==> config.mk <==
export PLATFORM = sky130hd
export DESIGN_NAME = map_port_arbiter
export DESIGN_NICKNAME = d
export VERILOG_FILES = /design/src/rtl/map_port_arbiter.sv
export SDC_FILE = /design/constraint.sdc
export NUM_CORES = 1
export LEC_CHECK = 0
export BUFFER_PORTS_ARGS = -buffer_cell sky130_fd_sc_hd__buf_4
export CORE_MARGIN = 2
export CORE_UTILIZATION = 35
export CTS_BUF_LIST = sky130_fd_sc_hd__clkbuf_8
export DETAILED_ROUTE_END_ITERATION = 16
export PLACE_DENSITY_LB_ADDON = 0.3
export SLEW_MARGIN = 15
export SYNTH_ARGS = -nofsm -noshare
export SYNTH_HDL_FRONTEND = slang
export SYNTH_SLANG_ARGS = --single-unit
==> constraint.sdc <==
create_clock -name CLOCK_50 -period 4.5 [get_ports CLOCK_50]
set_input_delay 0.225 -clock CLOCK_50 [delete_from_list [all_inputs] [get_ports CLOCK_50]]
set_output_delay 0.225 -clock CLOCK_50 [all_outputs]
set_load 0.005 [all_outputs]
==> src/rtl/map_port_arbiter.sv <==
// Round-robin arbiter and read-modify-write sequencer for port B of the 30x160 map RAM.
// Each granted request replaces one 4-bit tile nibble in a row and reports the code it overwrote.
module map_port_arbiter #(
  parameter int N_REQ      = 3,
  parameter int RD_LATENCY = 1
) (
  input  logic                 CLOCK_50,
  input  logic                 reset,
  input  logic [N_REQ-1:0]     req,
  input  logic [6*N_REQ-1:0]   req_x,
  input  logic [5*N_REQ-1:0]   req_y,
  input  logic [4*N_REQ-1:0]   req_tile,
  output logic [N_REQ-1:0]     ack,
  output logic [3:0]           ack_old_tile,
  output logic                 ack_err,
  output logic                 busy,
  output logic [4:0]           ram_addr,
  output logic [159:0]         ram_wrdata,
  output logic                 ram_wren,
  input  logic [159:0]         ram_rddata
);

  localparam int IDX_W = (N_REQ > 1) ? $clog2(N_REQ) : 1;
  localparam int CNT_W = 2;

  typedef enum logic [2:0] {S_IDLE, S_READ, S_MERGE, S_WRITE, S_ACK} state_t;

  state_t             r_state;
  state_t             w_state_nxt;
  logic [IDX_W-1:0]   r_last;
  logic [IDX_W-1:0]   r_gnt;
  logic [CNT_W-1:0]   r_cnt;
  logic [5:0]         r_x;
  logic [4:0]         r_y;
  logic [3:0]         r_tile;

  logic               w_gnt_vld;
  logic [IDX_W-1:0]   w_gnt_idx;
  logic [IDX_W-1:0]   w_cand;
  logic [5:0]         w_x;
  logic [4:0]         w_y;
  logic [3:0]         w_tile;
  logic               w_oor;

  // Column 0 is the most significant nibble of the row.
  function automatic logic [7:0] nib_pos(input logic [5:0] x);
    logic [7:0] pos;
    pos = 8'd156 - {x, 2'b00};
    if (x > 6'd39) pos = 8'd0;
    return pos;
  endfunction

  function automatic logic [3:0] get_nib(input logic [159:0] row, input logic [5:0] x);
    return row[nib_pos(x) +: 4];
  endfunction

  function automatic logic [159:0] put_nib(input logic [159:0] row, input logic [5:0] x,
                                           input logic [3:0] tile);
    logic [159:0] res;
    res = row;
    res[nib_pos(x) +: 4] = tile;
    return res;
  endfunction

  // Round-robin search starting just after the last granted index.
  always_comb begin
    w_gnt_vld = 1'b0;
    w_gnt_idx = '0;
    w_cand    = '0;
    for (int k = 1; k <= N_REQ; k++) begin
      w_cand = IDX_W'((int'(r_last) + k) % N_REQ);
      if (!w_gnt_vld && req[w_cand]) begin
        w_gnt_vld = 1'b1;
        w_gnt_idx = w_cand;
      end
    end
  end

  always_comb begin
    w_x    = '0;
    w_y    = '0;
    w_tile = '0;
    for (int i = 0; i < N_REQ; i++) begin
      if (w_gnt_idx == IDX_W'(i)) begin
        w_x    = req_x[6*i +: 6];
        w_y    = req_y[5*i +: 5];
        w_tile = req_tile[4*i +: 4];
      end
    end
    w_oor = (w_x > 6'd39) || (w_y > 5'd29);
  end

  always_ff @(posedge CLOCK_50) begin
    if (reset) r_state <= S_IDLE;
    else       r_state <= w_state_nxt;
  end

  always_comb begin
    w_state_nxt = r_state;
    case (r_state)
      S_IDLE:  if (w_gnt_vld) w_state_nxt = w_oor ? S_ACK : S_READ;
      S_READ:  if (r_cnt == '0) w_state_nxt = S_MERGE;
      S_MERGE: w_state_nxt = S_WRITE;
      S_WRITE: w_state_nxt = S_ACK;
      S_ACK:   w_state_nxt = S_IDLE;
      default: w_state_nxt = S_IDLE;
    endcase
  end

  always_ff @(posedge CLOCK_50) begin
    if (reset) begin
      r_last       <= IDX_W'(N_REQ - 1);
      r_gnt        <= '0;
      r_cnt        <= '0;
      r_x          <= '0;
      r_y          <= '0;
      r_tile       <= '0;
      ack          <= '0;
      ack_old_tile <= '0;
      ack_err      <= 1'b0;
      busy         <= 1'b0;
      ram_addr     <= '0;
      ram_wrdata   <= '0;
      ram_wren     <= 1'b0;
    end else begin
      busy <= (w_state_nxt != S_IDLE);
      case (r_state)
        S_IDLE: begin
          if (w_gnt_vld) begin
            r_gnt  <= w_gnt_idx;
            r_last <= w_gnt_idx;
            r_x    <= w_x;
            r_y    <= w_y;
            r_tile <= w_tile;
            if (w_oor) begin
              ack          <= N_REQ'(1) << w_gnt_idx;
              ack_err      <= 1'b1;
              ack_old_tile <= '0;
            end else begin
              ram_addr <= w_y;
              r_cnt    <= CNT_W'(RD_LATENCY - 1);
            end
          end
        end
        S_READ: begin
          if (r_cnt != '0) r_cnt <= r_cnt - 1'b1;
        end
        // Read data lands this cycle; the merged row becomes the write data.
        S_MERGE: begin
          ram_wrdata   <= put_nib(ram_rddata, r_x, r_tile);
          ack_old_tile <= get_nib(ram_rddata, r_x);
          ram_wren     <= 1'b1;
        end
        S_WRITE: begin
          ram_wren <= 1'b0;
          ack      <= N_REQ'(1) << r_gnt;
          ack_err  <= 1'b0;
        end
        S_ACK: begin
          ack     <= '0;
          ack_err <= 1'b0;
        end
        default: begin
          ram_wren <= 1'b0;
          ack      <= '0;
        end
      endcase
    end
  end

endmodule

**Yosys cells after proc, flatten, opt, wreduce, memory -nomap -nowiden**

Cells that the tools add are included.

- Add/sub/neg operators: 6
- Divide/modulo/power cells: 3
- Order comparisons: 6
- Equality and inequality tests: 10
- Shift operators: 5
- Muxes and demuxes: 43
- Bitwise logic cells: 2
- Reduce and logical (&&, ||, !) cells: 22

Operators with widths:

| kind | number |
|---|---|
| 160-bit bitwise mux | 1 |
| 4-bit by 10-bit variable shift with 160-bit output, first input constant | 1 |
| 160-bit by 9-bit indexed part select with 4-bit output | 1 |
| 4-bit by 10-bit indexed part select with 160-bit output | 1 |
| 32-bit by 3-bit modulo with 32-bit output, second input constant | 3 |
| 8-bit 2-to-1 mux | 3 |
| 4-bit 2-to-1 mux | 5 |
| 6-bit 2-to-1 mux | 3 |
| 3-bit 2-to-1 mux | 5 |
| 5-bit 2-to-1 mux | 3 |
| 6-bit greater-than comparator, second input constant | 2 |
| 2-bit 2-to-1 mux | 6 |
| 3-bit one-hot mux with 4 select lines | 1 |
| 3-bit AND reduction | 4 |
| 8-bit negator with 10-bit output | 1 |
| 2-bit by 3-bit less-than comparator with 1-bit output, second input constant | 3 |
| 3-bit one-hot mux with 3 select lines | 1 |
| 1-bit 2-to-1 mux | 8 |
| 2-bit inequality test, second input constant | 4 |
| 4-bit one-hot mux with 2 select lines | 1 |
| 2-bit nonzero test | 4 |
| 8-bit subtractor, first input constant | 1 |
| 2-bit by 2-bit adder with 3-bit output, second input constant | 2 |
| 1-bit binary-select mux with 2-bit select | 3 |
| other kinds (22) | 30 |

- Flip-flop bits (word level): 194
- Bits of input ports: 210
- Output and inout bits: 175
- Word-level logic and storage cells: 110

**Longest topological paths before layout**

- Word-level depth: 21
- Gate-level depth with buffers: 17
- Mapped depth without buffers: 11

**Least setup slack after synthesis**

No wires, ideal clock.

- Kind: flip-flop to flip-flop
- From: register r_x[5]
- To: register ram_wrdata[64]
- Arrival time: 3.131 ns
- Slack: 1.232 ns
- Cell stages (with the launch flop): 17
- Path buffers: 6
- Path through: dfxtp_1 > buf_2 > o21ai_1 > buf_4 > nand2_1 > buf_2 > buf_2 > buf_1 > ha_1 > o21ai_1 > nor3_1 > a31o_2 > nand2_1 > clkbuf_1 > nor2_1 > mux2i_1 > a211oi_1

- Cells in the longest elaborated chain, start to end: 7
- Elaborated cells between the ends (all ways): 9

RTL lines:

| what | RTL line | RTL |
|---|---|---|
| start: declaration | 33 | `logic [5:0] r_x;` |
| start signal: assignment | 132 | `r_x <= w_x;` |
| 8-bit subtractor / 6-bit greater-than comparator (equally long branches) | 48, 49 |  |
| 8-bit 2-to-1 mux * | 49 | `if (x > 6'd39) pos = 8'd0;` |
| 8-bit 2-to-1 mux * | 127 | `case (r_state)` |
| 8-bit 2-to-1 mux * | 111 | `if (reset) begin` |
| 8-bit negator with 10-bit output * | 61 | `res[nib_pos(x) +: 4] = tile;` |
| 4-bit by 10-bit indexed part select with 160-bit output / 4-bit by 10-bit variable shift with 160-bit output (equally long branches) | 61 |  |
| 160-bit bitwise mux * | 61 |  |
| end signal: assignment | 150 | `ram_wrdata <= put_nib(ram_rddata, r_x, r_tile);` |
| end: declaration | 18 | `output logic [159:0] ram_wrdata,` |

Every way passes the cells marked *; elsewhere a longest branch is shown, timed or not. The select of a mux whose other input is x is not followed.
A chain may end at the register's enable or synchronous reset.

**Final worst setup path**

- From: register r_x[3]
- To: register ram_wrdata[67]

Same word-level chain as after synthesis.

==> flow_summary_export.csv <==
group,metric,value,unit
timing,final.setup.tns,0,ns
worst_setup_path,r2r_cells,11,
pwr,ir_drop,0.4504,mV
timing,max_freq,270.7,MHz
routing,drt-met1-wl,21.04,mm
floorplan,die_area,33510,um2
clock_tree,cts-resized-gates,0,
synthesis,synth_edf_count,0,
floorplan,core.rowCount,65,
routing,wl_met3,5.578,mm
final_layout,syn_to_final_growth,31.74,%
hold_path,hp-class,"in -> reg",
timing,post-route-period-util,82.10,%
synthesis,synth_ff_type,"dfxtp_1",
worst_setup_path,crit_path_cell_trace,"o21ai_1 > buf_4 > nand2_2 > ha_1 > o21ai_1 > nor3_1 > a31o_2 > nand2_1 > nor2_1 > mux2i_1 > a211oi_1",
timing,fin_crit,3.695,ns
synthesis,synth_common_cells,"nor2_1 (258), nand2_1 (205), dfxtp_1 (193)",
global_route,grt_pass1_vias,12270,
floorplan,start_util,35.57,%
worst_setup_path,crit_top_cell,"o21ai_1",
place,dpl_worst_slack,0.9432,ns
place,dp_hpwl,41.66,mm
global_route,grt_pass1_wl,77.66,mm
timing,worstMarginPinSlew,0.9147,ns
worst_setup_path,cp_top_family,"simple AND/OR/NAND/NOR gates",
place,io_buffers,384,
routing,drt_wl_total,53.80,mm
synthesis,ys_async_sr_fraction,0,%
timing,finalSetupViolations,0,
clock_tree,cts-buffers-inserted,17,
floorplan,ioPinCount,385,
hold_path,hold_depth,3,
timing,worst_slack,0.8053,ns
routing,routed.top_layer,"met5",
routing,vias,13160,
timing,finalClockSkew,0.02365,ns
clock_tree,cts_buffer_depth,2,
routing,drtPass1Iterations,6,
clock_tree,cts_root_buf,"clkbuf_8",
timing,hold_violations,0,
synthesis,syn_nets,1694,
worst_setup_path,max_stage_delay,0.60,ns
global_route,antenna_found_initial,3,
synthesis,netlist_area,11220,um2
pwr,p_leak,5.837,nW
routing,dr.first_iter.drc_count,1544,
worst_setup_path,crit_fanout,18,
synthesis,seq_area_frac_synth,34.43,%
floorplan,coreArea,31560,um2
worst_setup_path,critPathSlowestCell,"nor2_1",
clock_tree,clock-sinks,193,
clock_tree,path_clk_slew,0.13,ns
worst_setup_path,cp.required,4.86,ns
worst_setup_path,worstSetupPathType,"reg -> reg",
place,gp_congestion,0.9585,
floorplan,die_w,183.1,um
timing,slew_headroom,39.02,%
synthesis,yosysTopAreaCellShare,34.43,%
status,outcome,"finished clean",
worst_setup_path,rr_endpoint,"ram_wrdata[67]",
final_layout,nNetsFinal,1992,
worst_setup_path,rrSetupSlack,0.81,ns
routing,drc,0,
routing,viasPerCell,6.010,
synthesis,yosys_warnings,0,
synthesis,yosysTopAreaCell,"dfxtp_1",
synthesis,synth_cell_types,74,
routing,met2_length,24.72,mm
worst_setup_path,cp.arrival,4.05,ns
worst_setup_path,cp.buffers_inverters,1,
synthesis,synth.area.top_cells,"dfxtp_1 (34%), mux2i_1 (9.0%), nor2_1 (8.6%), a311oi_1 (7.4%), nand2_1 (6.9%)",
synthesis,ys_ff_latch,193,
synthesis,synth_most_common_cell,"nor2_1",
global_route,gr-total-overflow,0,
synthesis,syn_avg_cell_area,7.614,um2
worst_setup_path,cp-end-kind,"flip-flop",
worst_setup_path,startpoint_type,"flip-flop",
flow_run,cap_violations,0,
timing,final_max_slew_viol_count,0,
routing,wire_per_inst,24.58,um
hold_path,worstHoldStart,"ram_rddata[71]",
synthesis,synthCells,1474,
global_route,grt_usage,30.83,%
pwr,p_per_area,637.4,nW/um2
global_route,grt_max_degree,190,
routing,ant_nets,0,
clock_tree,cts_tree,"done",
timing,rsz0062_at_grt,"no",
final_layout,final_layout_size_suffix_gt1_share,26.95,%
clock_tree,htreeDepth,4,
clock_tree,clock_latency,0.51,ns
worst_setup_path,timing.rr.start,"r_x[3]",
hold_path,min_to,"ram_wrdata[71]",
floorplan,die_h,183.1,um
timing,hold_ws,0.02022,ns
-- placed cells by master (no fill, tap or decap), drive strengths merged, types with 5 or more instances in the layout --
cell	instances
a211oi	84
a21oi	37
a221oi	13
a311oi	95
a31oi	15
a32oi	7
and2	12
and3	6
buf	414
clkbuf	17
clkinv	5
dfxtp	193
ha	10
inv	25
mux2i	101
nand2	206
nand2b	11
nand3	36
nand4	9
nor2	259
nor2b	9
nor3	25
o2111ai	8
o21ai	112
o22ai	5
or2	10
-- how the worst max path moves through the flow --
stage	start	endpoint	cells past startpoint
after CTS	r_x[3]	ram_wrdata[54]	10
after detailed placement	r_x[3]	ram_wrdata[39]	10
after global placement	r_x[3]	ram_wrdata[67]	11
after global routing	r_x[3]	ram_wrdata[38]	10
after floorplan	r_x[5]	ram_wrdata[64]	16
final	r_x[3]	ram_wrdata[67]	11
-- cell type report --
cell class,instances,area (um2)
well taps,402,503.0
fillers,3196,16770
clock inverters,15,191.4
diodes,2,5.005
repair buffers,415,3147
inverters,17,63.81
multi-input cells,1128,6778
clock buffers,17,234.0
flip-flops and latches,193,3864
-- state kept, by name, summed over array words and instances (netlist names) --
signal	count
ack_err	1
r_last	2
ram_addr	5
r_gnt	1
ack_old_tile	4
busy	1
r_x	6
r_tile	4
r_state	3
r_cnt	2
ack	3
ram_wren	1
ram_wrdata	160
-- through the flow --
step                utilization, %  cells  instance area, um2  power (mW)
floorplan                        -   1474               11220       5.860
global placement             45.46   2154               14350       7.998
detailed placement           45.46   2154               14350       8.021
CTS                          46.84   2187               14780       9.263
global route                 46.86   2189               14790       9.924
finish                       46.86   2189               14790       9.424
-- tightest hold or removal path: stages --
cell and delay (ns):
buf_4 0.12, o21ai_0 0.06, a311oi_1 0.08
-- logic make-up (layout without fill, tap and decap cells) --
| kind of cell | count (synthesis) | in the layout | share of synthesized area, % |
|---|---|---|---|
| compound gates | 406 | 406 | 25.75 |
| xor+xnor | 4 | 4 | 0.3121 |
| fa+ha+maj | 10 | 10 | 1.115 |
| buf+inv | 153 | 464 | 5.373 |
| flops | 193 | 193 | 34.43 |
| mux | 108 | 108 | 10.14 |
| other cells | 0 | 2 | 0 |
| simple gates | 600 | 600 | 22.88 |
-- repair_timing --
item,CTS,global route
hold endpoints to repair,1,0
buffers inserted,0,0
hold buffers,1,0
-- power by group --
part | switching, mW | leakage (nW) | internal, mW | total (mW)
clock network | 0.768 | 0.213 | 0.479 | 1.25
logic | 3.75 | 4.05 | 2.00 | 5.74
registers | 0.346 | 1.57 | 2.09 | 2.43
total | 4.86 | 5.84 | 4.56 | 9.42
-- layer usage --
layer,up-vias,GRT usage (%)
li1,5941,-
met1,6180,38.38
met2,867,50.73
met3,166,7.863
met4,2,12.90
met5,-,0
Power figures use the tool's default switching activity.
